--- config.mk ---
export PLATFORM = sky130hd
export DESIGN_NAME = pc_unit
export DESIGN_NICKNAME = d
export VERILOG_FILES = /design/src/rtl/pc_unit.sv
export SDC_FILE = /design/constraint.sdc
export NUM_CORES = 1
export LEC_CHECK = 0
export BUFFER_PORTS_ARGS = -buffer_cell sky130_fd_sc_hd__buf_2
export CORE_ASPECT_RATIO = 1.75
export CORE_MARGIN = 2
export CORE_UTILIZATION = 58
export DETAILED_ROUTE_END_ITERATION = 6
export PLACE_DENSITY = 0.91
export SLEW_MARGIN = 0
export SYNTH_ARGS = -nofsm -noshare
export SYNTH_HDL_FRONTEND = slang
export SYNTH_SLANG_ARGS = --single-unit
--- constraint.sdc ---
create_clock -name clk -period 2.6 [get_ports clk]
set_input_delay 0.52 -clock clk [delete_from_list [all_inputs] [get_ports clk]]
set_output_delay 0.52 -clock clk [all_outputs]
set_load 0.005 [all_outputs]
--- src/rtl/pc_unit.sv ---
// Program counter / fetch control with timed redirect flush
// and a small circular return-address stack.
module pc_unit #(
  parameter int                 ADDR_W       = 16,
  parameter logic [ADDR_W-1:0]  RESET_VEC    = '0,
  parameter int                 FLUSH_CYCLES = 2,
  parameter int                 RAS_DEPTH    = 4
) (
  input  logic              clk,
  input  logic              rst_n,
  input  logic              stall,
  input  logic              jump,
  input  logic [ADDR_W-1:0] target,
  input  logic              call,
  input  logic [ADDR_W-1:0] link_addr,
  input  logic              ret,
  output logic [ADDR_W-1:0] pc,
  output logic              if_valid,
  output logic              flush,
  output logic              ras_empty,
  output logic              ras_err
);

  localparam int CW  = (FLUSH_CYCLES > 1) ? $clog2(FLUSH_CYCLES) : 1;
  localparam int PW  = $clog2(RAS_DEPTH);
  localparam int NW  = PW + 1;
  localparam logic [CW-1:0] CNT_INIT = CW'(FLUSH_CYCLES - 1);
  localparam logic [NW-1:0] FULL     = NW'(RAS_DEPTH);

  typedef enum logic [1:0] {
    BOOT  = 2'd0,
    RUN   = 2'd1,
    FLUSH = 2'd2
  } state_e;

  state_e            state_q, state_d;
  logic [ADDR_W-1:0] pc_q, pc_d;
  logic [CW-1:0]     cnt_q, cnt_d;
  logic [PW-1:0]     top_q, top_d;
  logic [NW-1:0]     count_q, count_d;
  logic              err_q, err_d;
  logic [ADDR_W-1:0] ras_q [RAS_DEPTH];
  logic [ADDR_W-1:0] ras_d [RAS_DEPTH];

  logic              redir;
  logic [ADDR_W-1:0] new_pc;
  logic [PW-1:0]     top_inc;

  assign top_inc = top_q + 1'b1;

  always_comb begin
    state_d = state_q;
    pc_d    = pc_q;
    cnt_d   = cnt_q;
    top_d   = top_q;
    count_d = count_q;
    err_d   = err_q;
    ras_d   = ras_q;
    redir   = 1'b0;
    new_pc  = target;
    unique case (state_q)
      BOOT: state_d = RUN;
      RUN, FLUSH: begin
        // ret outranks jump, so at most one RAS op per edge
        if (ret) begin
          redir = 1'b1;
          if (count_q != '0) begin
            new_pc  = ras_q[top_q];
            top_d   = top_q - 1'b1;
            count_d = count_q - 1'b1;
          end else begin
            err_d = 1'b1;
          end
        end else if (jump) begin
          redir = 1'b1;
          if (call) begin
            ras_d[top_inc] = link_addr;
            top_d          = top_inc;
            if (count_q == FULL) err_d   = 1'b1;
            else                 count_d = count_q + 1'b1;
          end
        end
        if (redir) begin
          pc_d    = new_pc;
          state_d = FLUSH;
          cnt_d   = CNT_INIT;
        end else if (state_q == RUN) begin
          if (!stall) pc_d = pc_q + 1'b1;
        end else if (cnt_q != '0) begin
          cnt_d = cnt_q - 1'b1;
        end else begin
          state_d = RUN;
        end
      end
      default: state_d = BOOT;
    endcase
  end

  always_ff @(posedge clk or negedge rst_n) begin
    if (!rst_n) begin
      state_q <= BOOT;
      pc_q    <= RESET_VEC;
      cnt_q   <= '0;
      top_q   <= '0;
      count_q <= '0;
      err_q   <= 1'b0;
      for (int i = 0; i < RAS_DEPTH; i++) ras_q[i] <= '0;
    end else begin
      state_q <= state_d;
      pc_q    <= pc_d;
      cnt_q   <= cnt_d;
      top_q   <= top_d;
      count_q <= count_d;
      err_q   <= err_d;
      ras_q   <= ras_d;
    end
  end

  assign pc        = pc_q;
  assign if_valid  = (state_q == RUN);
  assign flush     = (state_q == FLUSH);
  assign ras_empty = (count_q == '0);
  assign ras_err   = err_q;

endmodule

; ---- After elaboration in Yosys (flattened, before gate mapping)
; Cells that the tools add are included.
[word_totals]
elab_cells = 83
in_bits = 38
output_inout_bits = 20
ff_bits = 89
[op_classes]
eq_ne = 10
reduce_logical = 16
muxes = 35
magnitude_cmp = 3
add_sub_neg = 6
n_bitwise = 3
[ops]
columns = op, count
row1 = $mux 16, 8
row2 = $bwmux 64, 1
row3 = $bmux 16 s2, 1
row4 = $demux 16 s2, 1
row5 = $add 16x1->16 const B, 1
row6 = $mux 3, 5
row7 = $mux 2, 7
row8 = $mux 1, 11
row9 = $reduce_and 5->1, 2
row10 = $reduce_and 4->1, 2
row11 = $reduce_bool 2->1, 4
row12 = $ge 3x3->1 const B, 2
row13 = $ne 2x1->1 const B, 3
row14 = $ne 3x3->1 const B, 2
row15 = $not 2->3, 2
row16 = $ne 2x2->1 const B, 2
row17 = $pmux 2 s2, 1
row18 = $reduce_and 2->1, 2
row19 = $add 3x1->3 const B, 1
row20 = $eq 3x3->1 const B, 1
row21 = $logic_not 3->1, 1
row22 = $lt 3x1->1 const B, 1
row23 = $reduce_and 3->1, 1
row24 = $reduce_bool 3->1, 1
row25 = 10 further kinds, 10

; ---- Logic depth before layout (Yosys ltp)
[depth]
word_depth = 7
ltp_mapped = 7
mapped_depth_nobuf = 7

; ---- Worst setup path before layout
; No wires, ideal clock.
[synth_timing]
path_type = register -> register
start = register state_q[0]
end = register ras_q[0] (netlist bit)
required_ns = 2.475
period_less_slack_ns = 1.874
arrival_time_ns = 1.749
stages_incl_launch_ff = 8
path_slack_ns = 0.726
setup_time_ns = 0.125
n_path_buf = 2
path_cell_list = dfrtp_1 -> inv_1 -> ha_1 -> and3_1 -> buf_4 -> nand2_4 -> buf_6 -> mux2_4
[synth_via]
elab_chain_cells = 3
elab_cells_between_ends = 4
classes_between = eq/ne: 2 / reduce/logical: 2
[synth_lines]
columns = element, line_no
row1 = from (decl), 36  ; state_e state_q, state_d;
row2 = from (signal assigned), 109  ; state_q <= state_d;
row3 = $eq 2x1->1 or $eq 2x2->1 (tied branches), 61  ; unique case (state_q)
row4 = $reduce_or 2->1 (*), 61
row5 = $reduce_and 4->1 (no source line) (*), n/a
row6 = to (signal assigned), 115  ; ras_q <= ras_d;
row7 = to (decl), 42  ; logic [ADDR_W-1:0] ras_q [RAS_DEPTH];
; Mark *: on every way between the ends. The rest lies on a longest branch, timed or not.
; A chain may end at the register's enable or synchronous reset.

; ---- Worst setup path in the final report
[layout_timing]
start = register state_q[0]
end = register ras_q[30] (netlist bit)
; Same word-level chain as after synthesis.

==> impl_summary.log <==
INFO  metric fraction_of_the_mapped_netlist_area_in_adder_cells = 3.04%
INFO  metric cp_data_arrival_time = 2.46 ns
INFO  metric crit_fanout = 16
INFO  metric drt-initial-drc-count = 310
INFO  metric die_area = 0.00900 mm²
INFO  metric synth_xor_area_share = 0.734%
INFO  metric timing_worst_slew_pin_value = 0.788 ns
INFO  metric first_pass_grt_wire_length = 17.7 mm
INFO  metric io_pins = 58
INFO  metric proportion_of_synthesized_flip_flops_having_asynchronous_set_or_reset = 100%
INFO  metric tritoncts_clock_tree = built
INFO  metric diodes = 0
INFO  metric synth_top_family_by_area = multiplexers
INFO  metric drv_slew = 0
INFO  metric cts.path.max_buffers = 2
INFO  metric grt_setup_unrepaired = false
INFO  metric critical_path.max_stage_delay = 0.49 ns
INFO  metric cpMaxStageDelayCell = and3_1
INFO  metric ctsHtreeMaxLevel = 3
INFO  metric setup-violations-final = 0
INFO  metric grt_remaining_overflow = 0
INFO  metric muxShareOfSynthArea = 26.2%
INFO  metric drtPass1Iterations = 5
INFO  metric post_cts_resized = 0
INFO  metric worst_ir_drop_vdd = 0.572 mV
INFO  metric fin_tns_setup = 0 ns
INFO  metric avgViaCountPerCell = 6.34
INFO  metric numCtsBuffers = 9
INFO  metric synthesis.area_per_instance = 12.9 µm²
INFO  metric post_drt_wl_per_cell = 20.7 µm
INFO  metric max_cap_violations = 0
INFO  metric ant_nets = 0
INFO  metric die_y = 124 µm
INFO  metric synth_cells = 371
INFO  metric final_util = 67.7%
INFO  metric power.static_leakage = 2.66 nW
INFO  metric layout_min_cycle_time = 2.23 ns
INFO  metric core.rowCount = 43
INFO  metric place_congestion = 0.980
INFO  metric worstPathCellList = inv_1 > ha_1 > and3_1 > nand2_4 > mux2_4
INFO  metric critical_path.startpoint_type = flip-flop
INFO  metric yosys_warnings = 0
INFO  metric post_synth_instance_area = 0.00477 mm²
INFO  metric design_power_total = 0.00633 W
INFO  metric achievable_frequency = 449 MHz
INFO  metric initial_utilization = 60.0%
INFO  metric outcome = completed
INFO  metric post_cts.repair.setup_buffers = 0
INFO  metric cp.required = 2.83 ns
INFO  metric first_global_vias = 3495
INFO  metric synth_fp_nets = 420
INFO  metric detailed_place_hpwl = 7.75 mm
INFO  metric layout-drive-gt1-share = 40.1%
INFO  metric endpoint_kind = flip-flop
INFO  metric worst_slack = 0.371 ns
INFO  metric clkSinkCount = 89
INFO  metric synth-simple-area-share = 7.68%
INFO  metric antenna_found_initial = 0
INFO  metric cts.clk_slew.worst_paths = 0.06 ns
INFO  metric final_min_period_over_clock_period = 85.7%
INFO  metric synth_seq_cells = 89
INFO  metric hold_violations = 0
INFO  metric maximum_number_of_pins_on_one_net_before_global_route_repair = 56
INFO  metric layout-area-overhead-vs-synth = 12.9%
INFO  metric port_buffers = 57
INFO  metric clk_root_buffer_cell = clkbuf_16
INFO  metric drt_wl_total = 10.9 mm
INFO  metric timing.hold.worst.class = input port to async pin
INFO  metric global_route.usage.total = 26.2%
INFO  metric final.setup_skew = 0.00576 ns
INFO  metric synth_ff_type = dfrtp_1
INFO  metric pwr_density_cell = 1170 mW/mm²
INFO  metric final_net_count = 478
INFO  metric core_area = 0.00796 mm²
INFO  metric synth_enable_flop_cells = 0
INFO  metric netlist-cell-type-count = 53
INFO  metric drc = 0
INFO  metric fp.dieW = 72.6 µm
INFO  metric dp_slack = 0.424 ns
INFO  metric routed-via-count = 3321
INFO  metric setup.worst_path.class = flip-flop to flip-flop
INFO  metric clock_latency = 0.35 ns
INFO  metric synth_compound_area_share = 11.8%
INFO  metric post_cts_hold_buffer_count = 0
INFO  metric worst_slew_margin_rel = 47.5%
INFO  metric yosysSeqAreaShare = 46.6%
[final cells by class]
cell class | instances | area [µm²]
Inverter | 12 | 45.0
Multi-Input combinational cell | 251 | 2360
Fill cell | 545 | 2570
Sequential cell | 89 | 2230
Clock buffer | 14 | 264
Clock inverter | 2 | 12.5
Tap cell | 90 | 113
Timing Repair Buffer | 66 | 368
[final timing paths]
| check | startpoint | to | slack (ns) | cells after the start |
|---|---|---|---|---|
| hold / removal | rst_n | pc[12] | 0.13 | 1 |
| setup / recovery | state_q[0] | ras_q[30] | 0.37 | 5 |
| max in group asynchronous | rst_n | ras_q[23] | 1.81 | 2 |
| setup reg to reg | state_q[0] | ras_q[30] | 0.37 | 5 |
| min in group clk | link_addr[12] | ras_q[44] | 0.45 | 2 |
| hold reg to reg | ras_err | ras_err | 0.47 | 1 |
[cell families (layout without fill, tap and decap cells)]
| kind of cell | Yosys count | in the layout |
|---|---|---|
| muxes | 81 | 81 |
| AOI/OAI and AO/OA | 83 | 83 |
| and+or+nand+nor | 72 | 72 |
| xor gates and xnor gates | 4 | 4 |
| buffers and inverters | 31 | 94 |
| adders and majority gates | 11 | 11 |
| DFF | 89 | 89 |
[synthesized netlist by cell type, drive strengths merged (2+ instances only)]
cell	count	area, µm²
a211oi	2	15.0
a21o	2	15.0
a21oi	20	108
a221oi	2	17.5
a22o	2	17.5
a22oi	3	32.5
a2bb2oi	3	38.8
a311oi	2	17.5
a31oi	7	43.8
and2	4	25.0
and3	4	25.0
buf	17	134
clkbuf	2	7.51
dfrtp	89	2230
ha	10	125
inv	12	45.0
mux2	65	886
mux4	16	364
nand2	28	135
nand3	5	25.0
nand4	3	18.8
nor2	16	60.1
nor2b	3	18.8
nor3	4	20.0
o21ai	22	121
o22ai	6	37.5
o31a	3	26.3
o31ai	3	22.5
or2	2	12.5
xnor2	4	35.0
[through the flow]
stage / hold WS [ns] / cells / instance area, µm²
after global placement: 0.458 / 508 / 5110
after global routing: 0.171 / 524 / 5390
final: 0.135 / 524 / 5390
after CTS: 0.141 / 524 / 5390
after detailed placement: 0.461 / 508 / 5110
after floorplan: 0.224 / 371 / 4770
[cell usage in the layout, fill, tap and decap left out, drive strengths merged, types with 4 or more instances in the layout]
master and n:
nand3 5, nand2 28, nor3 4, a21oi 20
clkbuf 14, dfrtp 89, nor2 16, xnor2 4
o21ai 22, inv 12, mux4 16, o22ai 6
ha 10, buf 66, and2 4, a31oi 7
mux2 65, and3 4
[worst max-delay path: cells and delay by family, from the launching register on]
kind          cells  cell delay, ns
fa+ha+maj         1            0.44
buf+inv           1            0.09
flops             1            0.43
mux               1            0.37
simple gates      2            0.77
[registers in the layout (all words and copies together), names as in the netlist]
| name | cells |
|---|---|
| ras_err | 1 |
| ras_q | 64 |
| count_q | 3 |
| top_q | 2 |
| state_q | 2 |
| pc | 16 |
| cnt_q | 1 |
[metal layers]
layer | up-vias | share of wire (%) | global-route usage [%]
li1 | 1485 | - | -
met1 | 1692 | 39 | 30.4
met2 | 117 | 54 | 44.9
met3 | 27 | 4.3 | 4.45
met4 | 0 | 3.4 | 14.9
met5 | - | 0 | 0
[report_power, final]
part | internal (W) | switching, W
Clock | 0.000700 | 0.000528
Combinational | 0.00143 | 0.00113
Sequential | 0.00198 | 0.000564
Total | 0.00411 | 0.00222
(Power assumes the default switching activity.)
